===== src/rtl/demux2_buf_pkg.sv =====
// Shared definitions for the two-channel selector/distributor pair.
// The select rule lives here so both blocks steer bytes identically.
package demux2_buf_pkg;

   localparam int   DEF_DW = 8;
   localparam logic CH0    = 1'b0;
   localparam logic CH1    = 1'b1;

   // Channel 0 only for flags (1,0); every other flag pair maps to channel 1.
   function automatic logic sel_ch(input logic ch0_dmx, input logic ch1_dmx);
      logic ch_s;
      if (ch0_dmx && !ch1_dmx) begin
         ch_s = CH0;
      end else begin
         ch_s = CH1;
      end
      return ch_s;
   endfunction

endpackage


===== src/rtl/demux2_buf_if.sv =====
// Bundle of the source stream, the two consumer streams and the status counters.
interface demux2_buf_if
   import demux2_buf_pkg::*;
#(
   parameter int DW    = DEF_DW,
   parameter int DEPTH = 2,
   parameter int CW    = 8
);
   localparam int NW = $clog2(DEPTH) + 1;

   logic          in_valid;
   logic          in_ready;
   logic [DW-1:0] in_data;
   logic          ch0_dmx;
   logic          ch1_dmx;
   logic          out0_valid;
   logic          out0_ready;
   logic [DW-1:0] out0_data;
   logic          out1_valid;
   logic          out1_ready;
   logic [DW-1:0] out1_data;
   logic [NW-1:0] count0;
   logic [NW-1:0] count1;
   logic [CW-1:0] bytes0;
   logic [CW-1:0] bytes1;

   modport master (
      output in_valid, in_data, ch0_dmx, ch1_dmx, out0_ready, out1_ready,
      input  in_ready, out0_valid, out0_data, out1_valid, out1_data,
      input  count0, count1, bytes0, bytes1
   );

   modport slave (
      input  in_valid, in_data, ch0_dmx, ch1_dmx, out0_ready, out1_ready,
      output in_ready, out0_valid, out0_data, out1_valid, out1_data,
      output count0, count1, bytes0, bytes1
   );

endinterface


===== src/rtl/demux2_buf_fifo_ch.sv =====
// First-word-fall-through FIFO for one output channel.
// Full/empty come from the occupancy count; storage itself is never reset.
module demux2_buf_fifo_ch #(
   parameter int DW    = 8,
   parameter int DEPTH = 2
) (
   input  logic                     clk,
   input  logic                     reset_n,
   input  logic                     push,
   input  logic                     pop,
   input  logic [DW-1:0]            wdata,
   output logic [DW-1:0]            rdata,
   output logic                     full,
   output logic                     empty,
   output logic [$clog2(DEPTH):0]   count
);
   localparam int             AW       = $clog2(DEPTH);
   localparam logic [AW-1:0]  PTR_ONE  = AW'(1);
   localparam logic [AW:0]    CNT_ONE  = (AW + 1)'(1);
   localparam logic [AW:0]    CNT_FULL = (AW + 1)'(DEPTH);
   localparam logic [AW:0]    CNT_ZERO = (AW + 1)'(0);

   logic [DW-1:0] mem_r [DEPTH];
   logic [AW-1:0] wr_ptr_r;
   logic [AW-1:0] rd_ptr_r;
   logic [AW:0]   count_r;
   logic          do_push_s;
   logic          do_pop_s;

   assign full      = (count_r == CNT_FULL);
   assign empty     = (count_r == CNT_ZERO);
   assign count     = count_r;
   assign do_push_s = push && !full;
   assign do_pop_s  = pop && !empty;

   // Storage write port.
   always_ff @(posedge clk) begin
      if (do_push_s) begin
         mem_r[wr_ptr_r] <= wdata;
      end
   end

   // Pointers wrap naturally at the power-of-two depth.
   always_ff @(posedge clk or negedge reset_n) begin
      if (!reset_n) begin
         wr_ptr_r <= {AW{1'b0}};
         rd_ptr_r <= {AW{1'b0}};
         count_r  <= CNT_ZERO;
      end else begin
         if (do_push_s) begin
            wr_ptr_r <= wr_ptr_r + PTR_ONE;
         end
         if (do_pop_s) begin
            rd_ptr_r <= rd_ptr_r + PTR_ONE;
         end
         case ({do_push_s, do_pop_s})
            2'b10:   count_r <= count_r + CNT_ONE;
            2'b01:   count_r <= count_r - CNT_ONE;
            default: count_r <= count_r;
         endcase
      end
   end

   // Head entry is shown only while occupied so stale storage never leaks out.
   always_comb begin
      rdata = {DW{1'b0}};
      if (!empty) begin
         rdata = mem_r[rd_ptr_r];
      end else begin
         rdata = {DW{1'b0}};
      end
   end

endmodule


===== src/rtl/demux2_buf.sv =====
// Two-channel byte distributor: steers each accepted byte by the shared select
// rule into one of two independently drained FWFT FIFOs.
module demux2_buf
   import demux2_buf_pkg::*;
#(
   parameter int DW    = DEF_DW,
   parameter int DEPTH = 2,
   parameter int CW    = 8
) (
   input  logic       clk,
   input  logic       reset_n,
   demux2_buf_if.slave bus
);
   localparam int            NW        = $clog2(DEPTH) + 1;
   localparam logic [CW-1:0] BYTES_ONE = CW'(1);

   logic          sel_s;
   logic          ready_s;
   logic          push0_s;
   logic          push1_s;
   logic          full0_s;
   logic          full1_s;
   logic          empty0_s;
   logic          empty1_s;
   logic [DW-1:0] rdata0_s;
   logic [DW-1:0] rdata1_s;
   logic [NW-1:0] count0_s;
   logic [NW-1:0] count1_s;
   logic [CW-1:0] bytes0_r;
   logic [CW-1:0] bytes1_r;

   // Readiness follows only the selected channel's fullness, never in_valid.
   always_comb begin
      sel_s = sel_ch(bus.ch0_dmx, bus.ch1_dmx);
      if (sel_s == CH0) begin
         ready_s = !full0_s;
      end else begin
         ready_s = !full1_s;
      end
      push0_s = bus.in_valid && ready_s && (sel_s == CH0);
      push1_s = bus.in_valid && ready_s && (sel_s == CH1);
   end

   demux2_buf_fifo_ch #(.DW(DW), .DEPTH(DEPTH)) u_fifo0 (
      .clk     (clk),
      .reset_n (reset_n),
      .push    (push0_s),
      .pop     (bus.out0_ready),
      .wdata   (bus.in_data),
      .rdata   (rdata0_s),
      .full    (full0_s),
      .empty   (empty0_s),
      .count   (count0_s)
   );

   demux2_buf_fifo_ch #(.DW(DW), .DEPTH(DEPTH)) u_fifo1 (
      .clk     (clk),
      .reset_n (reset_n),
      .push    (push1_s),
      .pop     (bus.out1_ready),
      .wdata   (bus.in_data),
      .rdata   (rdata1_s),
      .full    (full1_s),
      .empty   (empty1_s),
      .count   (count1_s)
   );

   // Accepted-byte counters, wrapping silently.
   always_ff @(posedge clk or negedge reset_n) begin
      if (!reset_n) begin
         bytes0_r <= {CW{1'b0}};
         bytes1_r <= {CW{1'b0}};
      end else begin
         if (push0_s) begin
            bytes0_r <= bytes0_r + BYTES_ONE;
         end
         if (push1_s) begin
            bytes1_r <= bytes1_r + BYTES_ONE;
         end
      end
   end

   assign bus.in_ready   = ready_s;
   assign bus.out0_valid = !empty0_s;
   assign bus.out0_data  = rdata0_s;
   assign bus.out1_valid = !empty1_s;
   assign bus.out1_data  = rdata1_s;
   assign bus.count0     = count0_s;
   assign bus.count1     = count1_s;
   assign bus.bytes0     = bytes0_r;
   assign bus.bytes1     = bytes1_r;

endmodule


===== src/flat_wrapper.sv =====
// flat-port wrapper written by rule: the top's interface ports become plain ports
module demux2_buf_flat import demux2_buf_pkg::*;
#(
   parameter int DW    = DEF_DW,
   parameter int DEPTH = 2,
   parameter int CW    = 8
)
  (clk, reset_n, bus_in_valid, bus_in_data, bus_ch0_dmx, bus_ch1_dmx, bus_out0_ready, bus_out1_ready, bus_in_ready, bus_out0_valid, bus_out0_data, bus_out1_valid, bus_out1_data, bus_count0, bus_count1, bus_bytes0, bus_bytes1);
  demux2_buf_if #(.DW(DW), .DEPTH(DEPTH), .CW(CW)) bus_i ();
  input  logic clk;
  input  logic reset_n;
  input wire logic [$bits(bus_i.in_valid)-1:0] bus_in_valid;
  input wire logic [$bits(bus_i.in_data)-1:0] bus_in_data;
  input wire logic [$bits(bus_i.ch0_dmx)-1:0] bus_ch0_dmx;
  input wire logic [$bits(bus_i.ch1_dmx)-1:0] bus_ch1_dmx;
  input wire logic [$bits(bus_i.out0_ready)-1:0] bus_out0_ready;
  input wire logic [$bits(bus_i.out1_ready)-1:0] bus_out1_ready;
  output wire logic [$bits(bus_i.in_ready)-1:0] bus_in_ready;
  output wire logic [$bits(bus_i.out0_valid)-1:0] bus_out0_valid;
  output wire logic [$bits(bus_i.out0_data)-1:0] bus_out0_data;
  output wire logic [$bits(bus_i.out1_valid)-1:0] bus_out1_valid;
  output wire logic [$bits(bus_i.out1_data)-1:0] bus_out1_data;
  output wire logic [$bits(bus_i.count0)-1:0] bus_count0;
  output wire logic [$bits(bus_i.count1)-1:0] bus_count1;
  output wire logic [$bits(bus_i.bytes0)-1:0] bus_bytes0;
  output wire logic [$bits(bus_i.bytes1)-1:0] bus_bytes1;
  assign bus_i.in_valid = bus_in_valid;
  assign bus_i.in_data = bus_in_data;
  assign bus_i.ch0_dmx = bus_ch0_dmx;
  assign bus_i.ch1_dmx = bus_ch1_dmx;
  assign bus_i.out0_ready = bus_out0_ready;
  assign bus_i.out1_ready = bus_out1_ready;
  assign bus_in_ready = bus_i.in_ready;
  assign bus_out0_valid = bus_i.out0_valid;
  assign bus_out0_data = bus_i.out0_data;
  assign bus_out1_valid = bus_i.out1_valid;
  assign bus_out1_data = bus_i.out1_data;
  assign bus_count0 = bus_i.count0;
  assign bus_count1 = bus_i.count1;
  assign bus_bytes0 = bus_i.bytes0;
  assign bus_bytes1 = bus_i.bytes1;
  demux2_buf #(.DW(DW), .DEPTH(DEPTH), .CW(CW)) u_core (.clk(clk), .reset_n(reset_n), .bus(bus_i));
endmodule

===== config.mk =====
export PLATFORM = sky130hd
export DESIGN_NAME = demux2_buf_flat
export DESIGN_NICKNAME = d
export VERILOG_FILES = /design/src/rtl/demux2_buf_pkg.sv /design/src/rtl/demux2_buf_if.sv /design/src/rtl/demux2_buf_fifo_ch.sv /design/src/rtl/demux2_buf.sv /design/src/flat_wrapper.sv
export SDC_FILE = /design/constraint.sdc
export NUM_CORES = 1
export LEC_CHECK = 0
export CAP_MARGIN = 20
export CORE_ASPECT_RATIO = 1.75
export CORE_MARGIN = 2
export CORE_UTILIZATION = 53
export DETAILED_ROUTE_END_ITERATION = 8
export PLACE_DENSITY = 0.84
export SLEW_MARGIN = 10
export SYNTH_ARGS = -nofsm -noshare
export SYNTH_HDL_FRONTEND = slang
export SYNTH_SLANG_ARGS = --single-unit

===== constraint.sdc =====
create_clock -name clk -period 2.4 [get_ports clk]
set_input_delay 0.48 -clock clk [delete_from_list [all_inputs] [get_ports clk]]
set_output_delay 0.48 -clock clk [all_outputs]
set_load 0.05 [all_outputs]

# After elaboration in Yosys (flattened, before gate mapping)
# Memories as Yosys holds them, arrays and structs flattened.
# Index checks and enable logic that the tools add are counted.
# word_totals
mem_bits_rw	32
regBits	24
romBits	0
latch_bits	0
mem_count	2
# classes
order_cmp	0
n_eq_ne	6
div	0
n_bitwise	0
muxes	10
n_mul	0
addsub	10
n_reduce_logical	17
shift	0
# memory_table
memory	depth	width	rd	rd_ports_with_merged_regs	wr	line	source
u_core.u_fifo0.mem_r	2	8	1	0	1	demux2_buf_fifo_ch.sv:23	logic [DW-1:0] mem_r [DEPTH];
u_core.u_fifo1.mem_r	2	8	1	0	1	demux2_buf_fifo_ch.sv:23	
# ops
op	n
adder 8 x 1 -> 8 bit, second input constant	2
two-way mux 8 bit	2
equality test 2 bit, second input constant	4
logical AND 1 bit	8
case mux 2 bit (2 select lines)	2
two-way mux 1 bit	6
zero test 1 bit	5
adder 1 bit, second input constant	4
adder 2 x 1 -> 2 bit, second input constant	2
equality test 2 x 1 -> 1 bit, second input constant	2
zero test 2 bit	2
nonzero test 2 bit	2
subtractor 2 x 1 -> 2 bit, second input constant	2

# Longest topological paths before layout
# logic_depth
word_depth	8
depth_mapped	8
depth_no_buf	7

# Hierarchy
# A second synthesis with hierarchy kept.
# hier_totals
cells_unflattened	166
hier_area_um2	2376.0
# modules_own_cells
module	n_inst	area_per_inst_um2	cells_per_inst
demux2_buf_fifo_ch	2	794.5	51
demux2_buf	1	787.0	64

# Least setup slack after synthesis
# OpenSTA, ideal clock, no wires.
# synth_timing
path_kind	reg2out
start	register u_core.u_fifo0.count_r[0] (netlist: u_core.u_fifo0.count[0])
end	output port bus_out0_data[0]
setup_slack_ps	292
arrival_time_ps	1628
required_time_ps	1920
path_buffers	0
path_stages_with_launch	3
cell_sequence	dfrtp_1 nor2_1 nor2_1
# synth_via
elab_chain_len	2
# synth_rtl
item	line	source
start: declaration	demux2_buf_fifo_ch.sv:26	logic [AW:0] count_r;
start signal: assignment	demux2_buf_fifo_ch.sv:57	2'b10: count_r <= count_r + CNT_ONE;
start signal: assignment	demux2_buf_fifo_ch.sv:58	2'b01: count_r <= count_r - CNT_ONE;
start signal: assignment	demux2_buf_fifo_ch.sv:59	default: count_r <= count_r;
zero test 2 bit	demux2_buf_fifo_ch.sv:31	assign empty = (count_r == CNT_ZERO);
two-way mux 8 bit	demux2_buf_fifo_ch.sv:67	if (!empty) begin
end: declaration	flat_wrapper.sv:20	output wire logic [$bits(bus_i.out0_data)-1:0] bus_out0_data;
# No other way between the ends.

# Final worst setup path
# layout_timing
start	register u_core.u_fifo1.count_r[0] (netlist: u_core.u_fifo1.count[0])
end	output port bus_out1_valid
# layout_via
elab_chain_len	2
# layout_rtl
item	line	source
start: declaration	demux2_buf_fifo_ch.sv:26	
start signal: assignment	demux2_buf_fifo_ch.sv:57	
start signal: assignment	demux2_buf_fifo_ch.sv:58	
start signal: assignment	demux2_buf_fifo_ch.sv:59	
zero test 2 bit	demux2_buf_fifo_ch.sv:31	
zero test 1 bit	demux2_buf.sv:86	assign bus.out1_valid = !empty1_s;
end: declaration	flat_wrapper.sv:21	output wire logic [$bits(bus_i.out1_valid)-1:0] bus_out1_valid;
# No other way between the ends.

==> metrics.md <==
| Metric | Value |
|---|---|
| Distinct cells, synth | `22` |
| Worst slew pin tran | `0.614 ns` |
| Die width | `54.0 um` |
| Mean post-synth cell area | `14.0 um2` |
| Setup crit start kind | `flip-flop` |
| Crit end category | `primary output` |
| Final period util | `0.940` |
| Largest net degree at the start of global routing | `25` |
| Final wirelength | `4.54 mm` |
| Register area share after synthesis | `0.673` |
| Routability Congestion | `0.718` |
| Worst setup startpoint | `u_core.u_fifo1.count[0]` |
| Rows | `31` |
| Min-Delay Path Class | `reg -> reg` |
| Final Hold Viols | `0` |
| Io pins | `54` |
| Max Fclk | `0.443 GHz` |
| H-Tree Depth | `2` |
| Storage cell area | `1560 um2` |
| Main synth FF type | `edfxtp_1` |
| Clock Root Buffer | `clkbuf_8` |
| WL/cell | `16.3 um` |
| Critical Path AT | `1.78 ns` |
| Starting density of the core | `0.554` |
| RSZ-0062 raised after global routing | `false` |
| Post-synth EDFFs | `32` |
| Fillers | `298` |
| Worst Hold Launch | `u_core.bus.bytes0[7]` |
| Grt total ovfl | `0` |
| Mapped Area | `2320 um2` |
| Final TNS setup | `0 ns` |
| Crit path cell chain | `nor2_4 > inv_1 > clkdlybuf4s50_1` |
| Layout cells sized above 1 | `0.157` |
| Area of the die | `4950 um2` |
| Yosys top cell by area | `edfxtp_1` |
| Core ar. | `4190 um2` |
| Synthesis Warnings | `0` |
| Final min period | `2.26 ns` |
| DP HPWL | `3.37 mm` |
| DR pass1 iterations | `4` |
| Setup Skew | `0.00499 ns` |
| Initial antenna violation count | `0` |
| Slowest-stage cell, CP | `clkdlybuf4s50_1` |
| # clock sinks | `56` |
| Area contributors post-synth | `edfxtp_1 41%, dfrtp_1 26%, mux2i_1 6.9%, xnor2_1 6.4%, nor2_1 4.5%` |
| Cell family with most CP delay | `buffers and inverters` |
| Area of the multi-input gates | `728 um2` |
| Setup bufs post-CTS | `0` |
| CP max stage delay | `0.70 ns` |
| Starting DRT DRC Count | `24` |
| Final setup viols | `0` |
| Asr flop ratio synth | `0.429` |
| Clock slew at reported path FFs | `0.10 ns` |
| Outcome | `complete, no violations` |
| Post-Synthesis Cells | `166` |
| Tot GR Track Use | `0.207` |
| Post-CTS Hold Buffers | `0` |
| Port Buffers | `53` |
| Final Max Slew Viols | `0` |
| Syn nets | `185` |
| Synthesized flop and latch total | `56` |
| # diodes | `0` |
| Vias in the first global route | `1565` |
| CTS max path bufs | `2` |
| Total CTS buffers | `5` |
| Crit path kind | `reg -> out` |
| Vias | `1484` |
| Crit path max fanout | `10` |
| Commonest cells post-synth | `32 x edfxtp_1, 28 x nor2_1, 24 x dfrtp_1` |
| Via density | `5.32` |
| CTS tree | `built` |
| Max VDD drop | `1.15 mV` |
| Most frequent cell after synthesis | `edfxtp_1` |
| Max-cap violations | `0` |
| R2R Path Start | `u_core.u_fifo0.count[0]` |
| Skew-Pair Late Insertion Delay | `0.31 ns` |
| Final Power | `4.30 mW` |
| Synth top area share | `0.414` |
| Residual DRC | `0` |
| CP Buf/Inv Count | `2` |
| Post-layout net count | `248` |
| Required @ worst endpoint | `1.92 ns` |
| First-pass GRT wire length | `7.36 mm` |
| Cell Pwr Density | `1430 nW/um2` |
| Max_slew headroom | `0.589` |
| Die H | `91.5 um` |
| Leakage Power | `1.24 nW` |
| Antenna Violating Nets Remaining | `0` |
| P&R area growth vs syn | `29.4%` |
metal layers:
| metal | GRT usage | wire length (um) | up-vias |
|---|---|---|---|
| met2 | 0.362 | 2520 | 52 |
| met1 | 0.241 | 1700 | 733 |
| met5 | 0 | 0 | - |
| li1 | - | - | 692 |
| met4 | 0.0708 | 73 | 0 |
| met3 | 0.0428 | 247 | 7 |
state kept, by name, summed over array words and instances (netlist names):
name                     flops
u_core.u_fifo0.mem_r        16
u_core.u_fifo0.rd_ptr_r      1
u_core.bus.bytes0            8
u_core.u_fifo1.rd_ptr_r      1
u_core.u_fifo1.mem_r        16
u_core.u_fifo1.wr_ptr_r      1
u_core.bus.bytes1            8
u_core.u_fifo0.count         2
u_core.u_fifo1.count         2
u_core.u_fifo0.wr_ptr_r      1
final timing paths:
| check | end | slack [ns] | cells after the start |
|---|---|---|---|
| setup / recovery | bus_out1_valid | 0.14 | 3 |
| hold / removal | u_core.bus.bytes0[7] | 0.47 | 1 |
| setup reg to reg | u_core.u_fifo0.count[1] | 0.55 | 5 |
| hold reg to reg | u_core.bus.bytes0[7] | 0.47 | 1 |
| max in group asynchronous | u_core.u_fifo1.wr_ptr_r | 1.65 | 2 |
| min in group asynchronous | u_core.bus.bytes0[5] | 0.51 | 2 |
report_power, final:
group / total (mW) / internal [mW] / switching, mW / leakage [nW]
clock network: 0.502 / 0.202 / 0.300 / 0.0378
registers: 1.53 / 1.25 / 0.285 / 0.589
logic: 2.27 / 0.779 / 1.49 / 0.618
metrics by stage:
| stage | cells | hold WS [ns] | utilization | cell area [um2] | worst slack (ns) |
|---|---|---|---|---|---|
| 3_5_place_dp | 271 | 0.461 | 0.694 | 2910 | 0.181 |
| 4_1_cts | 279 | 0.478 | 0.716 | 3000 | 0.0333 |
| 3_3_place_gp | 271 | 0.458 | 0.694 | 2910 | 0.277 |
| 6_report | 279 | 0.474 | 0.717 | 3000 | 0.145 |
| 2_1_floorplan | 166 | 0.184 | - | 2320 | 0.292 |
| 5_1_grt | 279 | 0.500 | 0.717 | 3000 | 0.0617 |
area by class of cell:
class / instances / area share
flip-flops and latches: 56 / 0.520
multi-input cells: 102 / 0.242
repair buffers: 59 / 0.181
clock buffers: 5 / 0.0229
well taps: 49 / 0.0204
inverters: 5 / 0.00708
clock inverters: 3 / 0.00625
placed cells by master, fill, tap and decap left out, types with 2 or more instances in the layout:
| cell | instances |
|---|---|
| mux2i_1 | 16 |
| and3_1 | 2 |
| clkbuf_8 | 5 |
| dfrtp_1 | 24 |
| inv_1 | 4 |
| clkinvlp_4 | 2 |
| nor3b_2 | 2 |
| xnor2_1 | 17 |
| edfxtp_1 | 32 |
| clkdlybuf4s50_1 | 35 |
| nand4_1 | 7 |
| nor2b_1 | 2 |
| nand3_1 | 3 |
| xor2_1 | 7 |
| buf_4 | 23 |
| nand2b_1 | 3 |
| nand2_1 | 7 |
| nor2_1 | 27 |
| ha_1 | 4 |
kinds of logic after synthesis:
logic type	share of synthesized area
muxes	0.0739
adders and majority gates	0.0216
and+or+nand+nor	0.125
buffers and inverters	0.0167
xor gates and xnor gates	0.0906
DFF	0.673
what timing repair did:
| item | CTS | global route |
|---|---|---|
| gates cloned | 0 | 0 |
| setup endpoints to repair | 1 | 1 |
| pin swaps | 0 | 0 |
| resized for setup | 1 | 1 |
Note: power is estimated with default switching activity, not from simulation.
